$ cat config.mk
export PLATFORM = sky130hd
export DESIGN_NAME = gatherer
export DESIGN_NICKNAME = d
export VERILOG_FILES = /design/src/rtl/gatherer.sv
export SDC_FILE = /design/constraint.sdc
export NUM_CORES = 1
export LEC_CHECK = 0
export ABC_AREA = 1
export CAP_MARGIN = 20
export CORE_ASPECT_RATIO = 0.5
export CORE_MARGIN = 2
export CORE_UTILIZATION = 40
export CTS_CLUSTER_DIAMETER = 50
export CTS_CLUSTER_SIZE = 30
export DETAILED_ROUTE_END_ITERATION = 8
export PLACE_DENSITY_LB_ADDON = 0.2
export SLEW_MARGIN = 20
export SYNTH_ARGS = -nofsm -noshare
export SYNTH_HDL_FRONTEND = slang
export SYNTH_SLANG_ARGS = --single-unit
$ cat constraint.sdc
create_clock -name clk_line -period 4.5 [get_ports clk_line]
set_input_delay 0.675 -clock clk_line [delete_from_list [all_inputs] [get_ports clk_line]]
set_output_delay 0.675 -clock clk_line [all_outputs]
set_load 0.02 [all_outputs]
$ cat src/rtl/gatherer.sv
// Gatherer: merges AXI-Stream packets from the 4 last-column tiles onto one egress
// stream. Packet-atomic round-robin arbitration, 2-entry registered output FIFO,
// source tile index carried on TID.
`timescale 1ns/1ps
module gatherer #(
    parameter int unsigned BW  = 32,
    parameter int unsigned BWB = 4
) (
    input  logic             clk_line,
    input  logic             clk_line_rst_low,
    input  logic [3:0]       stream_in_packet_TVALID,
    input  logic [4*BW-1:0]  stream_in_packet_TDATA,
    input  logic [4*BWB-1:0] stream_in_packet_TKEEP,
    input  logic [3:0]       stream_in_packet_TLAST,
    output logic [3:0]       stream_in_packet_TREADY,
    output logic             stream_out_packet_TVALID,
    output logic [BW-1:0]    stream_out_packet_TDATA,
    output logic [BWB-1:0]   stream_out_packet_TKEEP,
    output logic             stream_out_packet_TLAST,
    output logic [1:0]       stream_out_packet_TID,
    input  logic             stream_out_packet_TREADY,
    output logic             grant_valid,
    output logic [1:0]       grant_id,
    output logic [31:0]      packet_count
);

    typedef enum logic [0:0] {StIdle, StLocked} state_e;

    state_e     r_state, w_state_next;
    logic [1:0] r_grant, w_grant_next;
    logic [1:0] r_last_grant, w_last_grant_next;

    // Arbiter result
    logic       w_found;
    logic [1:0] w_pick;

    // Granted-tile view of the ingress
    logic [BW-1:0]  w_in_data;
    logic [BWB-1:0] w_in_keep;
    logic           w_in_valid;
    logic           w_in_last;
    logic           w_in_ready;
    logic           w_push;
    logic           w_pop;

    // Output FIFO storage
    logic [BW-1:0]  r_fifo_data [2];
    logic [BWB-1:0] r_fifo_keep [2];
    logic           r_fifo_last [2];
    logic [1:0]     r_fifo_tid  [2];
    logic           r_wr_ptr;
    logic           r_rd_ptr;
    logic [1:0]     r_count, w_count_next;
    logic [31:0]    r_packet_count;

    // Round-robin search starting just after the last granted port
    always_comb begin
        logic [1:0] idx;
        w_found = 1'b0;
        w_pick  = r_last_grant;
        idx     = r_last_grant;
        for (int k = 1; k <= 4; k++) begin
            idx = r_last_grant + 2'(k);
            if (!w_found && stream_in_packet_TVALID[idx]) begin
                w_found = 1'b1;
                w_pick  = idx;
            end
        end
    end

    // Select the granted tile's payload
    always_comb begin
        w_in_data = '0;
        w_in_keep = '0;
        for (int i = 0; i < 4; i++) begin
            if (r_grant == 2'(i)) begin
                w_in_data = stream_in_packet_TDATA[i*BW +: BW];
                w_in_keep = stream_in_packet_TKEEP[i*BWB +: BWB];
            end
        end
    end

    // Ready comes only from registered state, so no path from egress TREADY
    assign w_in_valid = stream_in_packet_TVALID[r_grant];
    assign w_in_last  = stream_in_packet_TLAST[r_grant];
    assign w_in_ready = (r_state == StLocked) && (r_count != 2'd2);
    assign w_push     = w_in_ready && w_in_valid;
    assign w_pop      = (r_count != 2'd0) && stream_out_packet_TREADY;

    assign stream_in_packet_TREADY = w_in_ready ? (4'b0001 << r_grant) : 4'b0000;

    // FSM next state: grant in IDLE, hold grant until the TLAST beat is accepted
    always_comb begin
        w_state_next      = r_state;
        w_grant_next      = r_grant;
        w_last_grant_next = r_last_grant;
        unique case (r_state)
            StIdle: begin
                if (w_found) begin
                    w_grant_next = w_pick;
                    w_state_next = StLocked;
                end
            end
            StLocked: begin
                if (w_push && w_in_last) begin
                    w_last_grant_next = r_grant;
                    w_state_next      = StIdle;
                end
            end
            default: w_state_next = StIdle;
        endcase
    end

    // FSM and arbitration state registers
    always_ff @(posedge clk_line or negedge clk_line_rst_low) begin
        if (!clk_line_rst_low) begin
            r_state      <= StIdle;
            r_grant      <= 2'd0;
            r_last_grant <= 2'd3;
        end else begin
            r_state      <= w_state_next;
            r_grant      <= w_grant_next;
            r_last_grant <= w_last_grant_next;
        end
    end

    // FIFO occupancy next value
    always_comb begin
        w_count_next = r_count;
        unique case ({w_push, w_pop})
            2'b10:   w_count_next = r_count + 2'd1;
            2'b01:   w_count_next = r_count - 2'd1;
            default: w_count_next = r_count;
        endcase
    end

    // FIFO storage, pointers and occupancy
    always_ff @(posedge clk_line or negedge clk_line_rst_low) begin
        if (!clk_line_rst_low) begin
            for (int i = 0; i < 2; i++) begin
                r_fifo_data[i] <= '0;
                r_fifo_keep[i] <= '0;
                r_fifo_last[i] <= 1'b0;
                r_fifo_tid[i]  <= 2'd0;
            end
            r_wr_ptr <= 1'b0;
            r_rd_ptr <= 1'b0;
            r_count  <= 2'd0;
        end else begin
            if (w_push) begin
                r_fifo_data[r_wr_ptr] <= w_in_data;
                r_fifo_keep[r_wr_ptr] <= w_in_keep;
                r_fifo_last[r_wr_ptr] <= w_in_last;
                r_fifo_tid[r_wr_ptr]  <= r_grant;
                r_wr_ptr              <= ~r_wr_ptr;
            end
            if (w_pop) begin
                r_rd_ptr <= ~r_rd_ptr;
            end
            r_count <= w_count_next;
        end
    end

    // Count completed egress packets, wrapping naturally
    always_ff @(posedge clk_line or negedge clk_line_rst_low) begin
        if (!clk_line_rst_low) begin
            r_packet_count <= 32'd0;
        end else if (w_pop && r_fifo_last[r_rd_ptr]) begin
            r_packet_count <= r_packet_count + 32'd1;
        end
    end

    assign stream_out_packet_TVALID = (r_count != 2'd0);
    assign stream_out_packet_TDATA  = r_fifo_data[r_rd_ptr];
    assign stream_out_packet_TKEEP  = r_fifo_keep[r_rd_ptr];
    assign stream_out_packet_TLAST  = r_fifo_last[r_rd_ptr];
    assign stream_out_packet_TID    = r_fifo_tid[r_rd_ptr];
    assign grant_valid              = (r_state == StLocked);
    assign grant_id                 = r_grant;
    assign packet_count             = r_packet_count;

endmodule
### Yosys cells after proc, flatten, opt, wreduce, memory -nomap -nowiden

Cells that the tools add are included.

| cells by class | value |
|---|---|
| add/subtract/negate cells | 6 |
| multipliers | 0 |
| divide/modulo/power cells | 0 |
| order comparisons | 8 |
| equal/unequal tests | 6 |
| shifts and indexed selects | 1 |
| mux-type cells | 57 |
| bitwise gates (word level) | 5 |
| reductions and logical operators | 17 |

Operators with widths:

| operator | count |
|---|---|
| $mux 32 | 8 |
| $bwmux 64 | 1 |
| $mux 4 | 9 |
| $add 32x1->32 const B | 1 |
| $demux 32 s1 | 1 |
| $mux 1 | 16 |
| $mux 2 | 8 |
| $lt 2x3->1 const B | 5 |
| $bmux 1 s2 | 6 |
| $logic_and 1x1->1 | 9 |
| $bwmux 8 | 1 |
| $eq 2x2->1 const B | 3 |
| $add 2x1->2 const B | 2 |
| $add 2x2->2 const B | 2 |
| $bwmux 4 | 1 |
| $demux 4 s1 | 1 |
| $eq 2x1->1 const B | 2 |
| $ge 2x2->1 const B | 2 |
| $not 1->2 | 2 |
| $pmux 2 s2 | 1 |
| $reduce_and 2->1 | 2 |
| $reduce_bool 2->1 | 2 |
| $shl 1x2->4 const A | 1 |
| $logic_not 1->1 | 3 |
| other kinds (9) | 11 |

| storage, ports and cells | value |
|---|---|
| register bits after elaboration | 119 |
| bits in latches | 0 |
| RAM bits | 0 |
| ROM bits | 0 |
| memories | 0 |

### Longest topological paths before layout

Gate-level depths: netlist of run 1.

| depth | value |
|---|---|
| word-level depth | 15 |
| depth in mapped cells | 12 |

### Least setup slack after synthesis of run 1

Ideal clock, no wire load.

| timing path | value |
|---|---|
| path type | register to output |
| start point | register r_state, in the netlist grant_valid |
| end point | output port stream_in_packet_TREADY[0] |
| arrival time | 1.331 ns |
| required time | 3.825 ns |
| slack | 2.494 ns |
| stages on the path, launching flop included | 5 |
| cell sequence | dfrtp_1 inv_1 a21oi_1 inv_1 nor3_1 |

| on the way | value |
|---|---|
| word-level cells in the longest chain between the ends | 2 |

Ends and longest elaborated chain:

| item | RTL line | source |
|---|---|---|
| start: declaration | 29 | `state_e r_state, w_state_next;` |
| start signal: assignment | 117 | `r_state <= StIdle;` |
| start signal: assignment | 121 | `r_state <= w_state_next;` |
| $logic_and 1x1->1 | 86 | `assign w_in_ready = (r_state == StLocked) && (r_count != 2'd2);` |
| $mux 4 | 90 | `assign stream_in_packet_TREADY = w_in_ready ? (4'b0001 << r_grant) : 4'b0000;` |
| end: declaration | 15 | `output logic [3:0] stream_in_packet_TREADY,` |

Every way passes these cells.

### Worst setup path after layout of run 1

| timing path | value |
|---|---|
| start point | register r_rd_ptr |
| end point | output port stream_out_packet_TDATA[29] |

| on the way | value |
|---|---|
| word-level cells in the longest chain between the ends | 4 |

Ends and longest elaborated chain:

| item | RTL line | source |
|---|---|---|
| start: declaration | 52 | `logic r_rd_ptr;` |
| start signal: assignment | 158 | `r_rd_ptr <= ~r_rd_ptr;` |
| $not 1->2 (implied by the code) | 174 | `assign stream_out_packet_TDATA = r_fifo_data[r_rd_ptr];` |
| $mux 32 (implied by the code) (3 in a row) | 174 |  |
| end: declaration | 17 | `output logic [BW-1:0] stream_out_packet_TDATA,` |

Every way passes these cells. The select of a mux whose other input is x is not followed.

==> results of run 1 <==
[routing by layer]
metal	vias to the layer above	part of all wire (%)	global-route usage (%)
met1	3425	44	29.6
li1	3672	-	-
met5	-	0	0
met3	36	5.6	4.68
met2	218	49	40.3
met4	0	2.1	7.57
[how the worst min path moves through the flow]
stage	depth (start not counted)	slack, ps	end
CTS	1	400	packet_count[5]
floorplan	0	380	grant_id[0]
global placement	2	460	r_fifo_data[20]
global route	1	430	packet_count[5]
detailed placement	2	470	r_fifo_data[8]
finish	1	360	packet_count[5]
[final cells by class]
class / instances / area (sq um) / area share [%]
sequential: 119 / 2980 / 29.8
clock inverter: 11 / 171 / 1.71
tap: 227 / 284 / 2.84
clock buffer: 21 / 470 / 4.70
inverter: 86 / 325 / 3.25
timing repair buffer: 243 / 2400 / 24.0
multi-input combinational: 787 / 3380 / 33.7
[registers in the layout, summed over array words and instances (netlist names), 2 cells and up]
| register | count |
|---|---|
| r_fifo_tid | 4 |
| packet_count | 32 |
| r_fifo_data | 64 |
| r_count | 2 |
| r_fifo_last | 2 |
| r_fifo_keep | 8 |
| r_last_grant | 2 |
| grant_id | 2 |
[stage by stage]
| stage | cells | util (%) | total power [W] | hold WS [ps] | setup slack, ps |
|---|---|---|---|---|---|
| 6_report | 1494 | 60.2 | 0.00617 | 361 | 1270 |
| 5_1_grt | 1494 | 60.2 | 0.00665 | 432 | 1090 |
| 4_1_cts | 1494 | 60.2 | 0.00622 | 400 | 1260 |
| 3_5_place_dp | 1462 | 56.3 | 0.00473 | 465 | 1550 |
| 3_3_place_gp | 1462 | 56.3 | 0.00468 | 462 | 1600 |
| 2_1_floorplan | 1035 | - | 0.00359 | 379 | 2490 |
[cell usage in the layout (no fill, tap or decap), types with 7 or more instances in the layout]
cell type,instances
buf_4,11
o21ai_1,38
o21ai_0,42
nor3_1,19
clkdlybuf4s50_1,232
nand3_1,21
clkbuf_16,17
nand3b_1,7
nand4_1,39
inv_1,80
nor2_1,42
xor2_1,13
dfrtp_1,116
nand2_1,543
[cell families after synthesis]
family / count (synthesis) / share of synthesized area [%]
XOR/XNOR: 17 / 2.15
buffers and inverters: 129 / 8.30
AO/OA/AOI/OAI: 87 / 6.42
flip-flops: 119 / 43.1
adder cells (fa/ha/maj): 1 / 0.181
AND/OR/NAND/NOR: 682 / 39.9
[power by group through the flow]
stage	Combinational [W]	Sequential, W	Clock [W]
2_1_floorplan	0.00193	0.00166	0
3_3_place_gp	0.00294	0.00174	0
3_5_place_dp	0.00299	0.00174	0
4_1_cts	0.00301	0.00173	0.00148
5_1_grt	0.00332	0.00178	0.00155
6_report	0.00298	0.00173	0.00146
[worst max-delay path: cells and delay by family (launching register included)]
| kind | cells | cell delay, ps |
|---|---|---|
| compound gates | 1 | 100 |
| buf+inv | 2 | 1080 |
| flops | 1 | 900 |
| simple gates | 1 | 70 |
==> results by group, run 1 <==
Global routing
  • Largest net degree at the start of global routing: 68
  • GRT Util Overall: 23.5%
  • GRT overflow: 0
  • Initial antenna violation count: 0
  • First-pass GRT wire length: 35.0 mm
  • Vias in the first global route: 7316

Placement
  • Routability Congestion: 0.878
  • Placed cell areas: 9380 sq um
  • IO Port Bufs: 233
  • Hpwl dp: 15.4 mm

Power and ir drop
  • Power Density: 616 nW/um^2
  • Switching share of power: 42.1%
  • Clock network fraction of total power: 23.7%
  • Comb pwr share: 48.2%
  • Switch Pwr: 0.00260 W
  • Internal power: 0.00357 W
  • Pleak: 4.60 nW
  • Flop pwr share: 28.0%
  • VDD IR max: 413 uV

STA
  • Part of the cycle the worst path needs: 71.7%
  • Least-Margin Pin Slew: 869 ps
  • Max Clk Rate: 0.310 GHz
  • Relative slew margins: 41.8%
  • Unrepaired setup endpoints after global routing: false
  • Final Max Tran Viols: 0
  • Final setup viols: 0
  • Fin crit period: 3230 ps
  • Setup Skew: 15.3 ps
  • Setup TNS: 0 ps
  • Final hold vios: 0

Job
  • Max Cap Violations: 0

CTS
  • Post-CTS Setup Inserts: 0
  • Clock slew at reported path FFs: 60 ps
  • CTS root buf: clkbuf_16
  • Clk buf depth: 2
  • TritonCTS clock tree: yes
  • Cts hold-fix bufs: 0
  • Cts bufs inserted: 17
  • H-tree levels: 4
  • Latest clock arrival within the worst-skew pair: 410 ps
  • Post_cts resized: 0
  • Clk sink count: 119

Logic synthesis
  • Most frequent cell after synthesis: nand2_1
  • Top FF cell, synth: dfrtp_1
  • Post-synth EDFFs: 0
  • Post-synth top area cell: dfrtp_1
  • Mapped Cells: 1035
  • Post-synth top cells: nand2_1, dfrtp_1, inv_1
  • Yosys reg bits: 119
  • Synth Area per Inst: 6.69 sq um
  • Area contributors post-synth: dfrtp_1, nand2_1, inv_1
  • Post-synth top area share: 42.3%
  • Synthesized Nets: 1191
  • Post-synth ARST share: 100%
  • Distinct cells, synth: 32
  • Seq/Total Area, Yosys: 43.1%
  • Ys Warns: 0
  • Cell area after synthesis: 6920 sq um

Detailed routing
  • Vias after detailed routing: 7351
  • Post-DRT Antenna Nets: 0
  • Vias per cell: 4.92
  • Wire per inst: 14.1 microns
  • Initial DRC Count: 423
  • Wirelength, routed: 21.0 mm
  • Number of remaining DRC errors: 0
  • First-pass detailed-route iteration total: 5

Critical path
  • Worst Setup SP: r_rd_ptr
  • CP Capture Type: primary output
  • Reg2reg start: grant_id[0]
  • Slowest stage delay, CP: 900 ps
  • Critical-path top delay cell: dfrtp_2
  • Worst endpoint required time: 3830 ps
  • Crit Path Class: register to primary output
  • CP endpoint: stream_out_packet_TDATA[29]
  • Worst-path fanout max: 53
  • WP data arrival: 2550 ps
  • Worst Setup Start Kind: register
  • Worst r2r path cells: 11
  • Reg-to-Reg End: r_fifo_data[13]
  • CP cell instances: buf_4 > nand2_1 > o21ai_0 > clkdlybuf4s50_1
  • R2r setup slk: 1610 ps

Die
  • Io pins: 234
  • Core area: 16600 sq um
  • Die Ht: 97.0 microns
  • Rows: 33
  • Chip Width: 190 microns
  • Initial core utilization: 41.6%
  • Die area: 18400 sq um

Final layout
  • Fin nets: 1410
  • Filler cells: 1497
  • Design Area, Final: 10000 sq um
  • Layout cells sized above 1: 4.66%
  • Inserted Diodes: 0
  • Synth-to-Final Area Change: 44.7%

Status
  • Status: complete, no violations

Hold path
  • Hold crit path type: primary input to async pin
Power figures use the tool's default switching activity.
==> run 2: changes to the inputs <==
==> constraint.sdc (replaced) <==
create_clock -name clk_line -period 3 [get_ports clk_line]
set_input_delay 0.45 -clock clk_line [delete_from_list [all_inputs] [get_ports clk_line]]
set_output_delay 0.45 -clock clk_line [all_outputs]
set_load 0.02 [all_outputs]
==> results by group, run 2 (synthesis results as in run 1) <==
Power and ir drop
  • Comb pwr share: 49.7% (was 48.2%)
  • Switch Pwr: 0.00392 W (was 0.00260 W)
  • Pleak: 4.60 nW (about the same)
  • Internal power: 0.00523 W (was 0.00357 W)
  • Flop pwr share: 27.9% (was 28.0%)
  • Power Density: 913 nW/um^2 (was 616 nW/um^2)
  • Switching share of power: 42.9% (was 42.1%)
  • VDD IR max: 830 uV (was 413 uV)
  • Clock network fraction of total power: 22.4% (was 23.7%)

Detailed routing
  • Post-DRT Antenna Nets: 0 (unchanged)
  • Vias per cell: 4.93 (was 4.92)
  • Number of remaining DRC errors: 0 (unchanged)
  • Wire per inst: 14.1 microns (about the same)
  • First-pass detailed-route iteration total: 5 (unchanged)
  • Initial DRC Count: 437 (was 423)
  • Vias after detailed routing: 7384 (was 7351)
  • Wirelength, routed: 21.2 mm (was 21.0 mm)

Global routing
  • Initial antenna violation count: 0 (unchanged)
  • First-pass GRT wire length: 34.9 mm (was 35.0 mm)
  • GR Util met1: 29.3% (was 29.6%)
  • GRT Util Overall: 23.7% (was 23.5%)
  • GRT met2 Usage: 41.7% (was 40.3%)
  • Vias in the first global route: 7158 (was 7316)
  • Grt met3 use: 5.52% (was 4.68%)
  • Gr busiest metal: met2 (unchanged)
  • GRT overflow: 0 (unchanged)
  • Largest net degree at the start of global routing: 65 (was 68)

Placement
  • Cells after DPL: 1467 (was 1462)
  • Hpwl dp: 15.5 mm (was 15.4 mm)
  • Placed cell areas: 9430 sq um (was 9380 sq um)
  • Routability Congestion: 0.939 (was 0.878)
  • DP Worst Slack: 663 ps (was 1550 ps)
  • IO Port Bufs: 233 (unchanged)

Final layout
  • Register area: 2980 sq um (unchanged)
  • Largest register FFs: 64 (unchanged)
  • Design Area, Final: 10000 sq um (about the same)
  • Non-filler instance count after layout: 1499 (was 1494)
  • Most common cell after layout, fill and taps aside: nand2_1 (unchanged)
  • Fin nets: 1415 (was 1410)
  • Filler cells: 1554 (was 1497)
  • Layout cells sized above 1: 4.95% (was 4.66%)
  • Inserted Diodes: 0 (unchanged)
  • Multi-input combinational cell area: 3380 sq um (unchanged)
  • Biggest register: r_fifo_data (unchanged)
  • Synth-to-Final Area Change: 44.8% (was 44.7%)
  • Commonest non-fill, non-tap cells in the layout: nand2_1, clkdlybuf4s50_1, dfrtp_1, inv_1 (unchanged)

STA
  • Relative slew margins: 45.8% (was 41.8%)
  • Final Max Tran Viols: 0 (unchanged)
  • Part of the cycle the worst path needs: 90.9%
  • Setup ws final: 274 ps (was 1270 ps)
  • Setup TNS: 0 ps (unchanged)
  • Fin crit period: 2730 ps
  • Least-Margin Pin Slew: 814 ps (was 869 ps)
  • Max Clk Rate: 0.367 GHz
  • Final hold vios: 0 (unchanged)
  • Final setup viols: 0 (unchanged)
  • Setup Skew: 8.23 ps (was 15.3 ps)
  • Unrepaired setup endpoints after global routing: false (unchanged)

Die
  • Rows: 33 (unchanged)
  • Io pins: 234 (unchanged)
  • Die area: 18400 sq um (unchanged)
  • Core area: 16600 sq um (unchanged)
  • Die Ht: 97.0 microns (unchanged)
  • Chip Width: 190 microns (unchanged)
  • Initial core utilization: 41.6% (unchanged)

Hold path
  • Hold crit path type: primary input to async pin (unchanged)

Critical path
  • CP Capture Type: primary output (unchanged)
  • Critical-path top delay cell: clkdlybuf4s50_1 (was dfrtp_2)
  • Worst r2r path cells: 6 (was 11)
  • Critical path's top delay family: buffers and inverters (unchanged)
  • Worst Setup Start Kind: register (unchanged)
  • Slowest stage delay, CP: 710 ps (was 900 ps)
  • Reg-to-Reg End: packet_count[24] (was r_fifo_data[13])
  • WP data arrival: 2280 ps (was 2550 ps)
  • Worst endpoint required time: 2550 ps (was 3830 ps)
  • R2r setup slk: 890 ps (was 1610 ps)
  • Worst-path fanout max: 27 (was 53)
  • Reg2reg start: r_rd_ptr (was grant_id[0])
  • CP cell instances: buf_4 > nand2_1 > o21ai_0 > clkdlybuf4s50_1 (unchanged)
  • Crit Path Class: register to primary output (unchanged)
  • Buf/Inv on CP: 2 (unchanged)

CTS
  • Clk buf depth: 2 (unchanged)
  • Latest clock arrival within the worst-skew pair: 410 ps (about the same)
  • Cts hold-fix bufs: 0 (unchanged)
  • Post-CTS Setup Inserts: 0 (unchanged)
  • H-tree levels: 4 (unchanged)
  • Post_cts resized: 0 (unchanged)
  • CTS root buf: clkbuf_16 (unchanged)
  • TritonCTS clock tree: yes (unchanged)
  • Clock slew at reported path FFs: 60 ps (about the same)
  • Cts bufs inserted: 17 (unchanged)
  • Clk sink count: 119 (unchanged)

Status
  • Status: complete, no violations (unchanged)

Job
  • Max Cap Violations: 0 (unchanged)
## run 2: through the flow
stage / util (%) / total power, W / hold WS, ps
2_1_floorplan: - / 0.00538 / 154
3_3_place_gp: 56.6 / 0.00703 / 461
3_5_place_dp: 56.6 / 0.00714 / 465
4_1_cts: 60.2 / 0.00923 / 134
5_1_grt: 60.2 / 0.00985 / 169
6_report: 60.2 / 0.00915 / 119
## run 2: cell type report
cell class                      count  area share [%]
Clock buffer                       22            4.73
Tap cell                          227            2.83
Inverter                           86            3.25
Sequential cell                   119            29.8
Clock inverter                     10            1.21
Timing Repair Buffer              248            24.5
Multi-Input combinational cell    787            33.7
## run 2: per-layer routing
| metal | up-vias | share of wire (%) |
|---|---|---|
| li1 | 3685 | - |
| met1 | 3474 | 43 |
| met2 | 200 | 49 |
| met3 | 25 | 5.7 |
| met4 | 0 | 1.6 |
| met5 | - | 0 |
## run 2: how the worst max path moves through the flow
stage                                         from                     endpoint  slack (ps)  cells past startpoint
after global routing                      r_rd_ptr  stream_out_packet_TDATA[14]         100                      4
final                                     r_rd_ptr  stream_out_packet_TDATA[14]         270                      4
after floorplan                        grant_valid   stream_in_packet_TREADY[0]        1220                      4
after detailed placement  stream_out_packet_TREADY             packet_count[16]         660                      6
after global placement    stream_out_packet_TREADY             packet_count[18]         650                      7
after CTS                                 r_rd_ptr  stream_out_packet_TDATA[14]         250                      4
## run 2: power by group through the flow
stage	logic, W	registers (W)	clock network, W
finish	0.00455	0.00255	0.00205
global route	0.00506	0.00263	0.00216
floorplan	0.00289	0.00249	0
global placement	0.00449	0.00255	0
CTS	0.00460	0.00255	0.00208
detailed placement	0.00457	0.00257	0
